**src/rtl/cpu_control_unit_pkg.sv**
```systemverilog
// Shared definitions for the CPU control unit.
// Contents: opcode map, ALU function-select codes, sequencer state encoding,
// the latched flag register layout and the control word that the decoder
// produces and the top-level registers onto its output ports.
package cpu_control_unit_pkg;

    localparam int OPW   = 5;
    localparam int FSELW = 3;

    localparam logic [OPW-1:0] HALT_OP = 5'h1F;

    localparam logic [OPW-1:0] OP_ADD  = 5'h00;
    localparam logic [OPW-1:0] OP_SUB  = 5'h01;
    localparam logic [OPW-1:0] OP_AND  = 5'h02;
    localparam logic [OPW-1:0] OP_OR   = 5'h03;
    localparam logic [OPW-1:0] OP_NEG  = 5'h04;
    localparam logic [OPW-1:0] OP_CMPR = 5'h05;
    localparam logic [OPW-1:0] OP_ADDI = 5'h06;
    localparam logic [OPW-1:0] OP_LDI  = 5'h07;
    localparam logic [OPW-1:0] OP_LD   = 5'h08;
    localparam logic [OPW-1:0] OP_ST   = 5'h09;
    localparam logic [OPW-1:0] OP_BR   = 5'h0A;
    localparam logic [OPW-1:0] OP_BZ   = 5'h0B;
    localparam logic [OPW-1:0] OP_BNZ  = 5'h0C;
    localparam logic [OPW-1:0] OP_BN   = 5'h0D;
    localparam logic [OPW-1:0] OP_BC   = 5'h0E;
    localparam logic [OPW-1:0] OP_BV   = 5'h0F;
    localparam logic [OPW-1:0] OP_JAL  = 5'h10;
    localparam logic [OPW-1:0] OP_JR   = 5'h11;

    localparam logic [FSELW-1:0] FSEL_ADD   = 3'b000;
    localparam logic [FSELW-1:0] FSEL_SUB   = 3'b001;
    localparam logic [FSELW-1:0] FSEL_AND   = 3'b010;
    localparam logic [FSELW-1:0] FSEL_OR    = 3'b011;
    localparam logic [FSELW-1:0] FSEL_NEG   = 3'b100;
    localparam logic [FSELW-1:0] FSEL_PASSX = 3'b110;
    localparam logic [FSELW-1:0] FSEL_PASSY = 3'b111;

    typedef enum logic [2:0] {
        ST_FETCH  = 3'd0,
        ST_DECODE = 3'd1,
        ST_EXEC   = 3'd2,
        ST_MEM    = 3'd3,
        ST_WB     = 3'd4,
        ST_HALT   = 3'd5
    } state_t;

    typedef struct packed {
        logic c;
        logic v;
        logic s;
        logic z;
    } flags_t;

    typedef struct packed {
        logic             ld_pc2;
        logic             ld_pcz;
        logic             ld_xr1;
        logic             ld_xr2;
        logic             ld_xpc;
        logic             ld_yr1;
        logic             ld_yr2;
        logic             alu_ld;
        logic             ld_rpc;
        logic             ld_rz;
        logic             ld_rm;
        logic             rdr1;
        logic             rdr2;
        logic             rdm;
        logic             wrm;
        logic             ld_off11;
        logic             ld_off8;
        logic             ld_off5;
        logic [FSELW-1:0] fsel;
        logic             halt;
        logic             illegal;
        logic             instr_done;
    } ctrl_t;

    // Defined instructions, excluding HALT (which never reaches EXEC/WB).
    function automatic logic op_is_legal(input logic [OPW-1:0] op);
        return op <= OP_JR;
    endfunction

    // ALU ops whose MEM cycle captures the datapath flags.
    function automatic logic op_sets_flags(input logic [OPW-1:0] op);
        return op <= OP_ADDI;
    endfunction

endpackage

```
**src/rtl/cpu_control_unit_decode.sv**
```systemverilog
// Combinational control-word decoder.
// Inputs : state - sequencer state the outputs are being produced for
//          op    - instruction opcode valid for that state
//          flags - latched {C,V,S,Z} used by conditional branches
// Output : ctrl  - full control word (strobes, fsel, status pulses)
module cpu_control_unit_decode
    import cpu_control_unit_pkg::*;
(
    input  state_t         state,
    input  logic [OPW-1:0] op,
    input  flags_t         flags,
    output ctrl_t          ctrl
);

    logic uses_r1;
    logic uses_r2;
    logic taken;

    // Register-file operands each instruction reads (ST needs r2 for the
    // address and r1 for the store data).
    always_comb begin
        uses_r1 = 1'b0;
        uses_r2 = 1'b0;
        case (op)
            OP_ADD, OP_SUB, OP_AND, OP_OR, OP_CMPR, OP_ST: begin
                uses_r1 = 1'b1;
                uses_r2 = 1'b1;
            end
            OP_NEG, OP_ADDI, OP_JR: uses_r1 = 1'b1;
            OP_LD:                  uses_r2 = 1'b1;
            default: ;
        endcase
    end

    // PC redirect decision for WB; everything else falls through to PC+2.
    always_comb begin
        taken = 1'b0;
        case (op)
            OP_BR, OP_JAL, OP_JR: taken = 1'b1;
            OP_BZ:                taken = flags.z;
            OP_BNZ:               taken = ~flags.z;
            OP_BN:                taken = flags.s;
            OP_BC:                taken = flags.c;
            OP_BV:                taken = flags.v;
            default:              taken = 1'b0;
        endcase
    end

    always_comb begin
        ctrl = '0;
        case (state)
            ST_DECODE: begin
                ctrl.rdr1 = uses_r1;
                ctrl.rdr2 = uses_r2;
            end
            ST_EXEC: begin
                if (op_is_legal(op)) begin
                    ctrl.rdr1   = uses_r1;
                    ctrl.rdr2   = uses_r2;
                    ctrl.alu_ld = 1'b1;
                    case (op)
                        OP_ADD: begin
                            ctrl.ld_xr1 = 1'b1;
                            ctrl.ld_yr2 = 1'b1;
                            ctrl.fsel   = FSEL_ADD;
                        end
                        OP_SUB, OP_CMPR: begin
                            ctrl.ld_xr1 = 1'b1;
                            ctrl.ld_yr2 = 1'b1;
                            ctrl.fsel   = FSEL_SUB;
                        end
                        OP_AND: begin
                            ctrl.ld_xr1 = 1'b1;
                            ctrl.ld_yr2 = 1'b1;
                            ctrl.fsel   = FSEL_AND;
                        end
                        OP_OR: begin
                            ctrl.ld_xr1 = 1'b1;
                            ctrl.ld_yr2 = 1'b1;
                            ctrl.fsel   = FSEL_OR;
                        end
                        OP_NEG: begin
                            ctrl.ld_xr1 = 1'b1;
                            ctrl.fsel   = FSEL_NEG;
                        end
                        OP_ADDI: begin
                            ctrl.ld_xr1  = 1'b1;
                            ctrl.ld_off5 = 1'b1;
                            ctrl.fsel    = FSEL_ADD;
                        end
                        OP_LDI: begin
                            ctrl.ld_off8 = 1'b1;
                            ctrl.fsel    = FSEL_PASSY;
                        end
                        OP_LD, OP_ST: begin
                            ctrl.ld_xr2  = 1'b1;
                            ctrl.ld_off5 = 1'b1;
                            ctrl.fsel    = FSEL_ADD;
                        end
                        // PC still holds the branch's own address here.
                        OP_BR, OP_BZ, OP_BNZ, OP_BN, OP_BC, OP_BV: begin
                            ctrl.ld_xpc   = 1'b1;
                            ctrl.ld_off11 = 1'b1;
                            ctrl.fsel     = FSEL_ADD;
                        end
                        OP_JAL: begin
                            ctrl.ld_xpc  = 1'b1;
                            ctrl.ld_off8 = 1'b1;
                            ctrl.fsel    = FSEL_ADD;
                        end
                        OP_JR: begin
                            ctrl.ld_xr1 = 1'b1;
                            ctrl.fsel   = FSEL_PASSX;
                        end
                        default: ;
                    endcase
                end
            end
            ST_MEM: begin
                ctrl.rdm  = (op == OP_LD);
                ctrl.wrm  = (op == OP_ST);
                ctrl.rdr1 = (op == OP_ST);
            end
            ST_WB: begin
                ctrl.instr_done = 1'b1;
                ctrl.illegal    = ~op_is_legal(op);
                ctrl.ld_rz      = (op <= OP_NEG) || (op == OP_ADDI) || (op == OP_LDI);
                ctrl.ld_rm      = (op == OP_LD);
                ctrl.ld_rpc     = (op == OP_JAL);
                ctrl.ld_pcz     = taken;
                ctrl.ld_pc2     = ~taken;
            end
            ST_HALT: ctrl.halt = 1'b1;
            default: ;
        endcase
    end

endmodule

```
**src/rtl/cpu_control_unit.sv**
```systemverilog
// Multi-cycle control sequencer for the CPU datapath.
// Runs FETCH->DECODE->EXEC->MEM->WB per instruction and parks in HALT on
// the halt opcode until reset.
// Ports: clk/rst (sync, active-high), opcode and ALU flags C,V,S,Z_det in;
// datapath load/read/write strobes, offset selects, fsel, halt, illegal and
// instr_done out. Every output is a flop, decoded from the next state so
// it is valid for the whole cycle of the state it belongs to.
module cpu_control_unit
    import cpu_control_unit_pkg::*;
(
    input  logic             clk,
    input  logic             rst,
    input  logic [OPW-1:0]   opcode,
    input  logic             C,
    input  logic             V,
    input  logic             S,
    input  logic             Z_det,
    output logic             ldPC2,
    output logic             ldPCz,
    output logic             ldXr1,
    output logic             ldXr2,
    output logic             ldXPC,
    output logic             ldYr1,
    output logic             ldYr2,
    output logic             alu_ld,
    output logic             ldRPC,
    output logic             ldRZ,
    output logic             ldRM,
    output logic             rdr1,
    output logic             rdr2,
    output logic             rdm,
    output logic             wrm,
    output logic             ldOff11to16,
    output logic             ldOff8to16,
    output logic             ldOff5to16,
    output logic [FSELW-1:0] fsel,
    output logic             halt,
    output logic             illegal,
    output logic             instr_done
);

    state_t         state_q, state_d;
    logic [OPW-1:0] op_q, op_d;
    flags_t         flags_q, flags_d;
    ctrl_t          ctrl_q, ctrl_d;

    always_comb begin
        state_d = state_q;
        op_d    = op_q;
        flags_d = flags_q;
        case (state_q)
            ST_FETCH: begin
                state_d = ST_DECODE;
                op_d    = opcode;
            end
            ST_DECODE: state_d = (op_q == HALT_OP) ? ST_HALT : ST_EXEC;
            ST_EXEC:   state_d = ST_MEM;
            ST_MEM: begin
                state_d = ST_WB;
                // ALU result register was loaded at the end of EXEC, so the
                // flags presented during MEM belong to this instruction.
                if (op_sets_flags(op_q)) begin
                    flags_d = {C, V, S, Z_det};
                end
            end
            ST_WB:     state_d = ST_FETCH;
            ST_HALT:   state_d = ST_HALT;
            default:   state_d = ST_FETCH;
        endcase
    end

    // Decode against next-cycle values so the registered word lines up with
    // the state it describes.
    cpu_control_unit_decode u_decode (
        .state (state_d),
        .op    (op_d),
        .flags (flags_d),
        .ctrl  (ctrl_d)
    );

    always_ff @(posedge clk) begin
        if (rst) begin
            state_q <= ST_FETCH;
            op_q    <= '0;
            flags_q <= '0;
            ctrl_q  <= '0;
        end else begin
            state_q <= state_d;
            op_q    <= op_d;
            flags_q <= flags_d;
            ctrl_q  <= ctrl_d;
        end
    end

    assign ldPC2       = ctrl_q.ld_pc2;
    assign ldPCz       = ctrl_q.ld_pcz;
    assign ldXr1       = ctrl_q.ld_xr1;
    assign ldXr2       = ctrl_q.ld_xr2;
    assign ldXPC       = ctrl_q.ld_xpc;
    assign ldYr1       = ctrl_q.ld_yr1;
    assign ldYr2       = ctrl_q.ld_yr2;
    assign alu_ld      = ctrl_q.alu_ld;
    assign ldRPC       = ctrl_q.ld_rpc;
    assign ldRZ        = ctrl_q.ld_rz;
    assign ldRM        = ctrl_q.ld_rm;
    assign rdr1        = ctrl_q.rdr1;
    assign rdr2        = ctrl_q.rdr2;
    assign rdm         = ctrl_q.rdm;
    assign wrm         = ctrl_q.wrm;
    assign ldOff11to16 = ctrl_q.ld_off11;
    assign ldOff8to16  = ctrl_q.ld_off8;
    assign ldOff5to16  = ctrl_q.ld_off5;
    assign fsel        = ctrl_q.fsel;
    assign halt        = ctrl_q.halt;
    assign illegal     = ctrl_q.illegal;
    assign instr_done  = ctrl_q.instr_done;

endmodule

```
**config.mk**
```make
export PLATFORM = sky130hd
export DESIGN_NAME = cpu_control_unit
export DESIGN_NICKNAME = d
export VERILOG_FILES = /design/src/rtl/cpu_control_unit_pkg.sv /design/src/rtl/cpu_control_unit_decode.sv /design/src/rtl/cpu_control_unit.sv
export SDC_FILE = /design/constraint.sdc
export NUM_CORES = 1
export LEC_CHECK = 0
export ABC_AREA = 1
export BUFFER_PORTS_ARGS = -buffer_cell sky130_fd_sc_hd__buf_4
export CELL_PAD_IN_SITES_DETAIL_PLACEMENT = 1
export CELL_PAD_IN_SITES_GLOBAL_PLACEMENT = 1
export CORE_MARGIN = 2
export CORE_UTILIZATION = 40
export CTS_CLUSTER_SIZE = 28
export DETAILED_ROUTE_END_ITERATION = 16
export GPL_TIMING_DRIVEN = 0
export PLACE_DENSITY_LB_ADDON = 0.1
export SLEW_MARGIN = 20
export SYNTH_ARGS = -nofsm -noshare
export SYNTH_HDL_FRONTEND = slang
export SYNTH_SLANG_ARGS = --single-unit
export TNS_END_PERCENT = 50
```
**constraint.sdc**
```tcl
create_clock -name clk -period 2.4 [get_ports clk]
set_input_delay 0.36 -clock clk [delete_from_list [all_inputs] [get_ports clk]]
set_output_delay 0.36 -clock clk [all_outputs]
set_load 0.01 [all_outputs]
```
==> impl_metrics.tcl <==
set metrics [dict create \
    status "complete, no violations" \
    cpMostUsedCell "nand3_1" \
    path_class "reg2reg" \
    vias_per_cell 4.81 \
    power_frac_comb 0.262 \
    drive_above_1_share 0.271 \
    vias 1419 \
    powerDensity_mw_per_mm2 800 \
    drc 0 \
    slew_headroom 0.656 \
    dp.cells 287 \
    required_ns 2.57 \
    synth_ff_type "dfxtp_1" \
    num_antenna_cells 0 \
    critPathSlowestCell "dfxtp_1" \
    post-cts-setup-buffer-count 0 \
    drt_pass1_iterations 4 \
    final_common_cell "nand2_1" \
    yosysSeqAreaShare 0.443 \
    holdBufCountCts 0 \
    setup_viol 0 \
    gp_congestion 0.806 \
    nets 257 \
    switching_share 0.317 \
    antenna_found_initial 0 \
    fmaxAchievable_ghz 0.567 \
    syn_nets 218 \
    syn_area_per_cell_um2 7.65 \
    cp-start-kind "register" \
    dpl.hpwl_um 3110 \
    syn_inst 207 \
    htree_num_levels 2 \
    grt_util_all_layers 0.207 \
    tns_ns 0 \
    synthArstFlopShare 0 \
    worstPathArrival_ns 1.94 \
    cp_num_buf_inv 0 \
    cts_made_buffers 5 \
    cap_violations 0 \
    clockBufferDepth 2 \
    min_period_ns 1.76 \
    leakage_nw 0.938 \
    dieHeight_um 66.9 \
    cts_root_buf "clkbuf_8" \
    io_buffers 32 \
    coreArea_mm2 0.00374 \
    crit_family "simple AND/OR/NAND/NOR gates" \
    grt_overflow 0 \
    holdCritStartpoint "S" \
    finalMaxSlewViolations 0 \
    r2r-end "ldPC2" \
    syn_to_final_growth_pct 26.4 \
    finalCritPeriodShare 0.734 \
    p_seq_frac 0.399 \
    min_to "flags_q[1]" \
    clock_latency_ns 0.29 \
    cts.sinks 35 \
    drt_iter0_drc 27 \
    netlist_area_mm2 0.00158 \
    hold_viol 0 \
    cts.clk_slew.worst_paths_ns 0.07 \
    ios 35 \
    grt_pass1_vias 1418 \
    grt_max_degree 12 \
    reg2reg_slack_ns 0.64 \
    initial_core_util 0.423 \
    crit_chain "nor2_4, nand2_4, o21ai_2, nand2_1, nor2_2, nand3_1, and2_0, nand3_1, nor2_1" \
    synth_cell_types 32 \
    synth-seq-cells 35 \
    rsz0062_at_grt "false" \
    die_area_mm2 0.00448 \
    min_path_type "in2reg" \
    cts_tree "built" \
    whs_path_depth 3 \
    wl_per_cell_um 13.5 \
    synth-edff-count 0 \
    p_switching_w 0.000508 \
    die_width_um 66.9 \
    layout_common_cells "nand2_1, nor2_1, dfxtp_1" \
    yosys_warnings 0 \
    worst_slew_pin_slew_ns 0.516 \
    rows 22 \
    fin_cells 295 \
    rr_worst_depth 9 \
    total_power_w 0.00160 \
    critPathMaxStageDelay_ns 0.39 \
    critical_path_peak_fanout 9 \
    ant_nets 0 \
    cts_resized 0 \
    skew_ns 0.00524 \
    power.internal_w 0.00109 \
    irDropWorstVdd_v 0.000328 \
    wl_um 3970 \
    r2r-start "state_q[2]" \
    power_frac_clock 0.339 \
    grt_pass1_wl_um 6760 \
    endpoint_kind "register" \
]
## cell families after synthesis
kind of cell | Yosys count | synth area share
AOI/OAI and AO/OA | 20 | 0.0909
buffers and inverters | 30 | 0.0877
DFF | 35 | 0.443
other | 1 | 0.00237
and+or+nand+nor | 121 | 0.376
## worst max-delay path by stage
stage	depth (start not counted)	startpoint	endpoint	slack, ns
2_1_floorplan	10	state_q[2]	ldPC2	0.93
3_3_place_gp	9	state_q[2]	ldPC2	0.67
3_5_place_dp	9	state_q[2]	ldPC2	0.64
4_1_cts	9	state_q[2]	ldPC2	0.63
5_1_grt	9	state_q[2]	ldPC2	0.44
6_report	9	state_q[2]	ldPC2	0.64
## state kept, by name, summed over array words and instances (netlist names), 3 cells and up
| register | count |
|---|---|
| flags_q | 4 |
| fsel | 3 |
| op_q | 5 |
| state_q | 3 |
## per-layer routing
metal	GRT usage	wire length (µm)
met4	0.0765	46
met1	0.257	1850
met3	0.0507	148
met2	0.346	1930
met5	0	0
## worst min-delay path, delay by kind of cell
| kind | cells | cell delay [ns] |
|---|---|---|
| buf+inv | 1 | 0.08 |
| compound gates | 1 | 0.11 |
| simple gates | 1 | 0.06 |
## synthesized netlist by cell type (2+ instances only)
master    number  area share
nor2_1        36       0.085
nand3_4        2       0.022
nand3_2        2       0.013
nand2_1       47        0.11
nand3_1       16       0.051
o21ai_2        2       0.011
nand2_2        2      0.0079
nand2_4        6       0.043
dfxtp_1       35        0.44
inv_1         22       0.052
a21oi_1        9       0.028
clkbuf_1       2      0.0047
nor3_1         3      0.0095
buf_4          2      0.0095
inv_2          2      0.0047
a311oi_1       2       0.011
nor2_2         2      0.0079
## power by group through the flow
stage	Clock [W]	Combinational [W]	Sequential (W)
4_1_cts	0.000554	0.000424	0.000638
5_1_grt	0.000583	0.000471	0.000643
6_report	0.000542	0.000419	0.000638
3_5_place_dp	0	0.000421	0.000651
2_1_floorplan	0	0.000299	0.000655
3_3_place_gp	0	0.000411	0.000649
## through the flow
step,utilization,hold slack (ns),worst slack [ns],cell area (µm²)
detailed placement,0.503,0.468,0.640,1880
global route,0.534,0.364,0.444,2000
CTS,0.534,0.350,0.625,2000
global placement,0.503,0.460,0.675,1880
finish,0.534,0.349,0.638,2000
floorplan,-,0.453,0.926,1580
## area by class of cell
type | instances | area, µm²
Timing Repair Buffer | 32 | 240
Sequential cell | 35 | 701
Buffer | 6 | 48.8
Clock buffer | 6 | 82.6
Fill cell | 502 | 1740
Inverter | 24 | 90.1
Clock inverter | 2 | 35.0
Tap cell | 48 | 60.1
Multi-Input combinational cell | 142 | 743
Note: power is estimated with default switching activity, not from simulation.
